**src/rtl/ysyx_25010008_ifu_if.sv**
```systemverilog
// rtl/ysyx_25010008_ifu_if.sv - AXI4-Lite-style instruction read channel
interface ysyx_25010008_ifu_if;
  logic [31:0] araddr;
  logic        arvalid;
  logic        arready;
  logic [31:0] rdata;
  logic [1:0]  rresp;
  logic        rvalid;
  logic        rready;

  modport master (
    output araddr, arvalid, rready,
    input  arready, rdata, rresp, rvalid
  );

  modport slave (
    input  araddr, arvalid, rready,
    output arready, rdata, rresp, rvalid
  );
endinterface

```
**src/rtl/ysyx_25010008_ifu.sv**
```systemverilog
// rtl/ysyx_25010008_ifu.sv - multi-cycle instruction fetch unit, one read per instruction
// Optional perf counters enabled by defining YSYX_IFU_PERF_EN.
module ysyx_25010008_ifu #(
  parameter logic [31:0] RESET_PC = 32'h8000_0000
) (
  input  logic                 clk,
  input  logic                 rst_n,
  ysyx_25010008_ifu_if.master  bus,
  output logic [31:0]          inst,
  output logic                 ivalid,
  output logic [31:0]          pc,
  input  logic                 wb_done,
  input  logic [31:0]          dnpc,
`ifdef YSYX_IFU_PERF_EN
  output logic [63:0]          perf_fetch_cnt,
  output logic [63:0]          perf_stall_cnt,
`endif
  output logic                 fetch_err
);

  localparam logic [31:0] NOP = 32'h0000_0013;

  typedef enum logic [1:0] {
    REQ    = 2'd0,
    WAIT_R = 2'd1,
    EXEC   = 2'd2,
    ERR    = 2'd3
  } state_e;

  state_e      state_q;
  logic [31:0] pc_q;
  logic [31:0] inst_q;
  logic        ivalid_q;
  logic        fetch_err_q;

  always_ff @(posedge clk or negedge rst_n) begin
    if (!rst_n) begin
      state_q     <= REQ;
      pc_q        <= RESET_PC;
      inst_q      <= NOP;
      ivalid_q    <= 1'b0;
      fetch_err_q <= 1'b0;
    end else begin
      ivalid_q <= 1'b0;
      unique case (state_q)
        REQ: begin
          if (bus.arready) state_q <= WAIT_R;
        end
        WAIT_R: begin
          if (bus.rvalid) begin
            if (bus.rresp == 2'b00) begin
              inst_q   <= bus.rdata;
              ivalid_q <= 1'b1;
              state_q  <= EXEC;
            end else begin
              fetch_err_q <= 1'b1;
              state_q     <= ERR;
            end
          end
        end
        EXEC: begin
          if (wb_done) begin
            pc_q <= dnpc;
            if (dnpc[1:0] == 2'b00) begin
              state_q <= REQ;
            end else begin
              fetch_err_q <= 1'b1;
              state_q     <= ERR;
            end
          end
        end
        ERR: begin
          state_q <= ERR;
        end
        default: state_q <= ERR;
      endcase
    end
  end

  // Bus strobes decode straight from the state flop so the first cycle after
  // release already requests; rst_n gating drops them the instant reset asserts.
  assign bus.arvalid = rst_n && (state_q == REQ);
  assign bus.rready  = rst_n && (state_q == WAIT_R);
  assign bus.araddr  = pc_q;

  assign inst      = inst_q;
  assign ivalid    = ivalid_q;
  assign pc        = pc_q;
  assign fetch_err = fetch_err_q;

`ifdef YSYX_IFU_PERF_EN
  logic [63:0] perf_fetch_q;
  logic [63:0] perf_stall_q;

  always_ff @(posedge clk or negedge rst_n) begin
    if (!rst_n) begin
      perf_fetch_q <= 64'd0;
      perf_stall_q <= 64'd0;
    end else begin
      if (ivalid_q) perf_fetch_q <= perf_fetch_q + 64'd1;
      if (state_q == REQ || state_q == WAIT_R) perf_stall_q <= perf_stall_q + 64'd1;
    end
  end

  assign perf_fetch_cnt = perf_fetch_q;
  assign perf_stall_cnt = perf_stall_q;
`endif

endmodule

```
**src/flat_wrapper.sv**
```systemverilog
// flat-port wrapper written by rule: the top's interface ports become plain ports
module ysyx_25010008_ifu_flat 
#(
  parameter logic [31:0] RESET_PC = 32'h8000_0000
)
  (clk, rst_n, inst, ivalid, pc, wb_done, dnpc, fetch_err, bus_araddr, bus_arvalid, bus_rready, bus_arready, bus_rdata, bus_rresp, bus_rvalid);
  ysyx_25010008_ifu_if bus_i ();
  input  logic clk;
  input  logic rst_n;
  output logic [31:0] inst;
  output logic ivalid;
  output logic [31:0] pc;
  input  logic wb_done;
  input  logic [31:0] dnpc;
  output logic fetch_err;
  output wire logic [$bits(bus_i.araddr)-1:0] bus_araddr;
  output wire logic [$bits(bus_i.arvalid)-1:0] bus_arvalid;
  output wire logic [$bits(bus_i.rready)-1:0] bus_rready;
  input wire logic [$bits(bus_i.arready)-1:0] bus_arready;
  input wire logic [$bits(bus_i.rdata)-1:0] bus_rdata;
  input wire logic [$bits(bus_i.rresp)-1:0] bus_rresp;
  input wire logic [$bits(bus_i.rvalid)-1:0] bus_rvalid;
  assign bus_araddr = bus_i.araddr;
  assign bus_arvalid = bus_i.arvalid;
  assign bus_rready = bus_i.rready;
  assign bus_i.arready = bus_arready;
  assign bus_i.rdata = bus_rdata;
  assign bus_i.rresp = bus_rresp;
  assign bus_i.rvalid = bus_rvalid;
  ysyx_25010008_ifu #(.RESET_PC(RESET_PC)) u_core (.clk(clk), .rst_n(rst_n), .bus(bus_i), .inst(inst), .ivalid(ivalid), .pc(pc), .wb_done(wb_done), .dnpc(dnpc), .fetch_err(fetch_err));
endmodule
```
**config.mk**
```make
export PLATFORM = sky130hd
export DESIGN_NAME = ysyx_25010008_ifu_flat
export DESIGN_NICKNAME = d
export VERILOG_FILES = /design/src/rtl/ysyx_25010008_ifu_if.sv /design/src/rtl/ysyx_25010008_ifu.sv /design/src/flat_wrapper.sv
export SDC_FILE = /design/constraint.sdc
export NUM_CORES = 1
export LEC_CHECK = 0
export ABC_AREA = 0
export CAP_MARGIN = 0
export CORE_MARGIN = 2
export CORE_UTILIZATION = 32
export DETAILED_ROUTE_END_ITERATION = 8
export PLACE_DENSITY = 0.78
export SLEW_MARGIN = 20
export SYNTH_ARGS = -nofsm -noshare
export SYNTH_HDL_FRONTEND = slang
export SYNTH_SLANG_ARGS = --single-unit
```
**constraint.sdc**
```tcl
create_clock -name clk -period 1.45 [get_ports clk]
set_input_delay 0.29 -clock clk [delete_from_list [all_inputs] [get_ports clk]]
set_output_delay 0.29 -clock clk [all_outputs]
set_load 0.02 [all_outputs]
```
==> summary.md, run 1 <==
| Metric | Value |
|---|---|
| Routed vias/inst | `4.326` |
| Worst EP arrival | `between 1000 and 1500 ps` |
| Num CTS Buffers | `9` |
| Avg Cell Area, Syn | `~16 um^2` |
| Number of max-cap violations | `0` |
| CP required | `roughly 1200 ps` |
| Actual slew at the worst max-slew pin | `roughly 800 ps` |
| Cell-internal power | `approximately 4.0 mW` |
| Area of the die | `10070 um^2` |
| Fill cells | `845` |
| Iter 0 DRT Violations | `31` |
| Clock sink total | `68` |
| Min-Delay Path Class | `in2async` |
| Fin Clk Skew | `~11 ps` |
| FF+latch count, synth | `68` |
| Bufs on Longest Clock Path | `2` |
| Crit end category | `primary output` |
| Routability Congestion | `slightly below 0.7` |
| Combinational power share | `0.254` |
| Synth warn | `0` |
| Post-synth cell types | `22` |
| Ports | `roughly 170` |
| Hold_ws | `184.8 ps` |
| DRC viols | `0` |
| Antenna cells | `0` |
| Switching part of the total power | `0.2788` |
| Total GRT Usage | `0.1365` |
| # setup viols final | `1` |
| First-pass GRT wire length | `approximately 11 mm` |
| Maximum fanout along the worst path | `6` |
| Vias after detailed routing | `around 2k` |
| Final Hold Fails | `0` |
| Setup tns final | `-3.850 ps` |
| RSZ-0062 raised after global routing | `yes` |
| Clock tree from TritonCTS | `built` |
| Crit-path max cell delay | `~460 ps` |
| Placed cells | `about 440` |
| R2R setup slack | `-4 ps` |
| Port Buf Inserts | `170` |
| Crit path kind | `reg2out` |
| Core area | `between 9000 and 10000 um^2` |
| Pre-Repair DR Iteration Count | `4` |
| Post-DP HPWL | `between 5 and 6 mm` |
| Startpoint Class | `flip-flop` |
| Fin cells | `463` |
| Max Clock Freq | `687.8 MHz` |
| Min Clock Period, post-route | `roughly 1500 ps` |
| Worst skew pair latency | `approximately 330 ps` |
| Die width | `100.4 um` |
| P_sw | `1.534 mW` |
| Starting density of the core | `0.3262` |
| Mapped Cells | `188` |
| Clock power frac | `0.333` |
| Routed WL | `between 6 and 7 mm` |
| Row cnt | `35` |
| Clock slew seen by the registers of the worst setup and hold paths | `approximately 70 ps` |
| H-Tree Depth | `3` |
| Nets | `approximately 420` |
| Flop pwr share | `0.412` |
| Violated checks | `negative setup slack` |
| Syn Nets | `between 200 and 300` |
| Post-Synthesis Cell Area | `between 2000 and 3000 um^2` |
| Largest net degree at the start of global routing | `66` |
| GR Overflow Total | `0` |
| P_leak | `~2.6 nW` |
| WL per Instance | `14.83 um` |
| Final Cell Area | `approximately 4800 um^2` |
| VDD IR max | `~0.00055 V` |
| Dpl cell area | `roughly 4600 um^2` |
| Initial antenna violation count | `0` |
| Post-route antenna net violation count | `0` |
| Status | `finished, violations left` |
| Slew Limit Fails | `0` |
| Root buffer selected by CTS | `clkbuf_8` |
| Fraction of layout cells with a size suffix above 1 | `0.3153` |
| Area Growth Syn to Fin | `60.67%` |
| Fin util | `0.5242` |
| Slew headroom | `0.4698` |
| Fin worst setup slack | `-3.850 ps` |
| Power per cell area | `around 1200 nW/um^2` |
| Sequential fraction of the synthesis area | `0.5743` |
| Fin crit share | `1.003` |
| Die H | `100.4 um` |
| CP max-delay cell | `dfrtp_2` |
| Critical-path cell list | `nor2b_4 > and2_4 > buf_6` |
| Number of global-route vias before repair | `2144` |
## placed cells by master (no fill, tap or decap), types with 2 or more instances in the layout
cell type        count
dlygate4sd2_1       93
clkdlybuf4s50_1     69
dfrtp_1             63
mux2_2              35
mux2_4              29
buf_4               13
clkbuf_8             9
buf_2                6
dfstp_2              4
clkbuf_1             3
bufinv_16            3
buf_6                3
nor2_1               2
a21boi_0             2
buf_12               2
## routing by layer
metal | global-route usage | vias up | wire length (um)
met5 | 0 | - | 0
met4 | 0.06217 | 0 | 132
met3 | 0.03830 | 13 | 571
met2 | 0.2158 | 111 | 3259
met1 | 0.1743 | 953 | 2903
li1 | - | 926 | -
## what timing repair did
| action | in CTS | in global routing |
|---|---|---|
| resized for setup | 123 | 7 |
| hold endpoints to repair | 3 | 0 |
| setup endpoints to repair | 105 | 44 |
| pin swaps | 1 | 0 |
| buffers inserted | 0 | 2 |
| hold buffers | 1 | 0 |
## critical path, delay by kind of cell (launching register included)
family        cells  cell delay (ps)
buf+inv           1              110
flops             1              460
simple gates      2              280
## synth_stat cells (all sizes together)
| library cell | n | share of area |
|---|---|---|
| nand3 | 1 | 0.0059 |
| nand3b | 2 | 0.0063 |
| mux2 | 64 | 0.28 |
| o22a | 1 | 0.0029 |
| a22o | 1 | 0.0029 |
| o2bb2ai | 1 | 0.0029 |
| mux2i | 1 | 0.0034 |
| nor2b | 1 | 0.0046 |
| nor2 | 2 | 0.0025 |
| and2b | 1 | 0.0025 |
| dfstp | 4 | 0.035 |
| o21bai | 1 | 0.0025 |
| inv | 1 | 0.0013 |
| dfrtp | 64 | 0.54 |
| nor3b | 1 | 0.0025 |
| and2 | 1 | 0.0021 |
| buf | 39 | 0.099 |
| a21boi | 2 | 0.0051 |
## metrics by stage
step | power (mW) | worst slack [ps]
2_1_floorplan | 3.153 | 99.37
3_3_place_gp | 3.951 | -200.8
3_5_place_dp | 3.982 | -250.2
4_1_cts | 5.597 | -24.44
5_1_grt | 5.771 | -50.39
6_report | 5.500 | -3.850
## final cells by class
| cell class | count | area [um^2] | area share |
|---|---|---|---|
| clock buffer | 12 | 135.1 | 0.02830 |
| inverter | 1 | 3.754 | 0.0007862 |
| clock inverter | 4 | 97.59 | 0.02044 |
| tap | 111 | 138.9 | 0.02909 |
| timing repair buffer | 187 | 1717 | 0.3595 |
| multi-input combinational | 80 | 974.7 | 0.2041 |
| sequential | 68 | 1708 | 0.3577 |
## registers in the layout, summed over array words and instances, names as in the netlist
| register | cells |
|---|---|
| u_core.ivalid | 1 |
| u_core.fetch_err | 1 |
| u_core.state_q | 2 |
| u_core.inst | 32 |
| u_core.bus.araddr | 32 |
## path summary, 6_finish.rpt
path	start	endpoint	cells after the start
setup reg to reg	u_core.state_q[0]$_DFFE_PN0P_	u_core.inst[8]$_DFFE_PN0P_	5
setup / recovery	u_core.state_q[1]$_DFFE_PN0P_	bus_rready	3
hold / removal	rst_n	u_core.bus.araddr[30]$_DFFE_PN0P_	2
max in group asynchronous	rst_n	u_core.inst[31]$_DFFE_PN0P_	2
min in group clk	u_core.fetch_err$_DFFE_PN0P_	u_core.fetch_err$_DFFE_PN0P_	1
hold reg to reg	u_core.fetch_err$_DFFE_PN0P_	u_core.fetch_err$_DFFE_PN0P_	1
## power by group through the flow
stage | clock network [mW] | logic [mW] | registers (mW)
3_5_place_dp | 0 | 1.67 | 2.31
4_1_cts | 1.90 | 1.43 | 2.27
3_3_place_gp | 0 | 1.65 | 2.31
6_report | 1.83 | 1.40 | 2.27
5_1_grt | 1.99 | 1.48 | 2.30
2_1_floorplan | 0 | 0.580 | 2.57
## cell families after synthesis
family,count (synthesis),share of synthesized area
compound gates,6,0.01642
buf+inv,40,0.1002
flops,68,0.5743
mux,65,0.2825
simple gates,9,0.02653
No activity file was read; power rests on OpenSTA's default activity.
==> run 2, diff against run 1 <==
- CAP_MARGIN: 0 -> 20
==> results of run 2 <==
The final DEF is identical to that of run 1; final timing and power are the same.
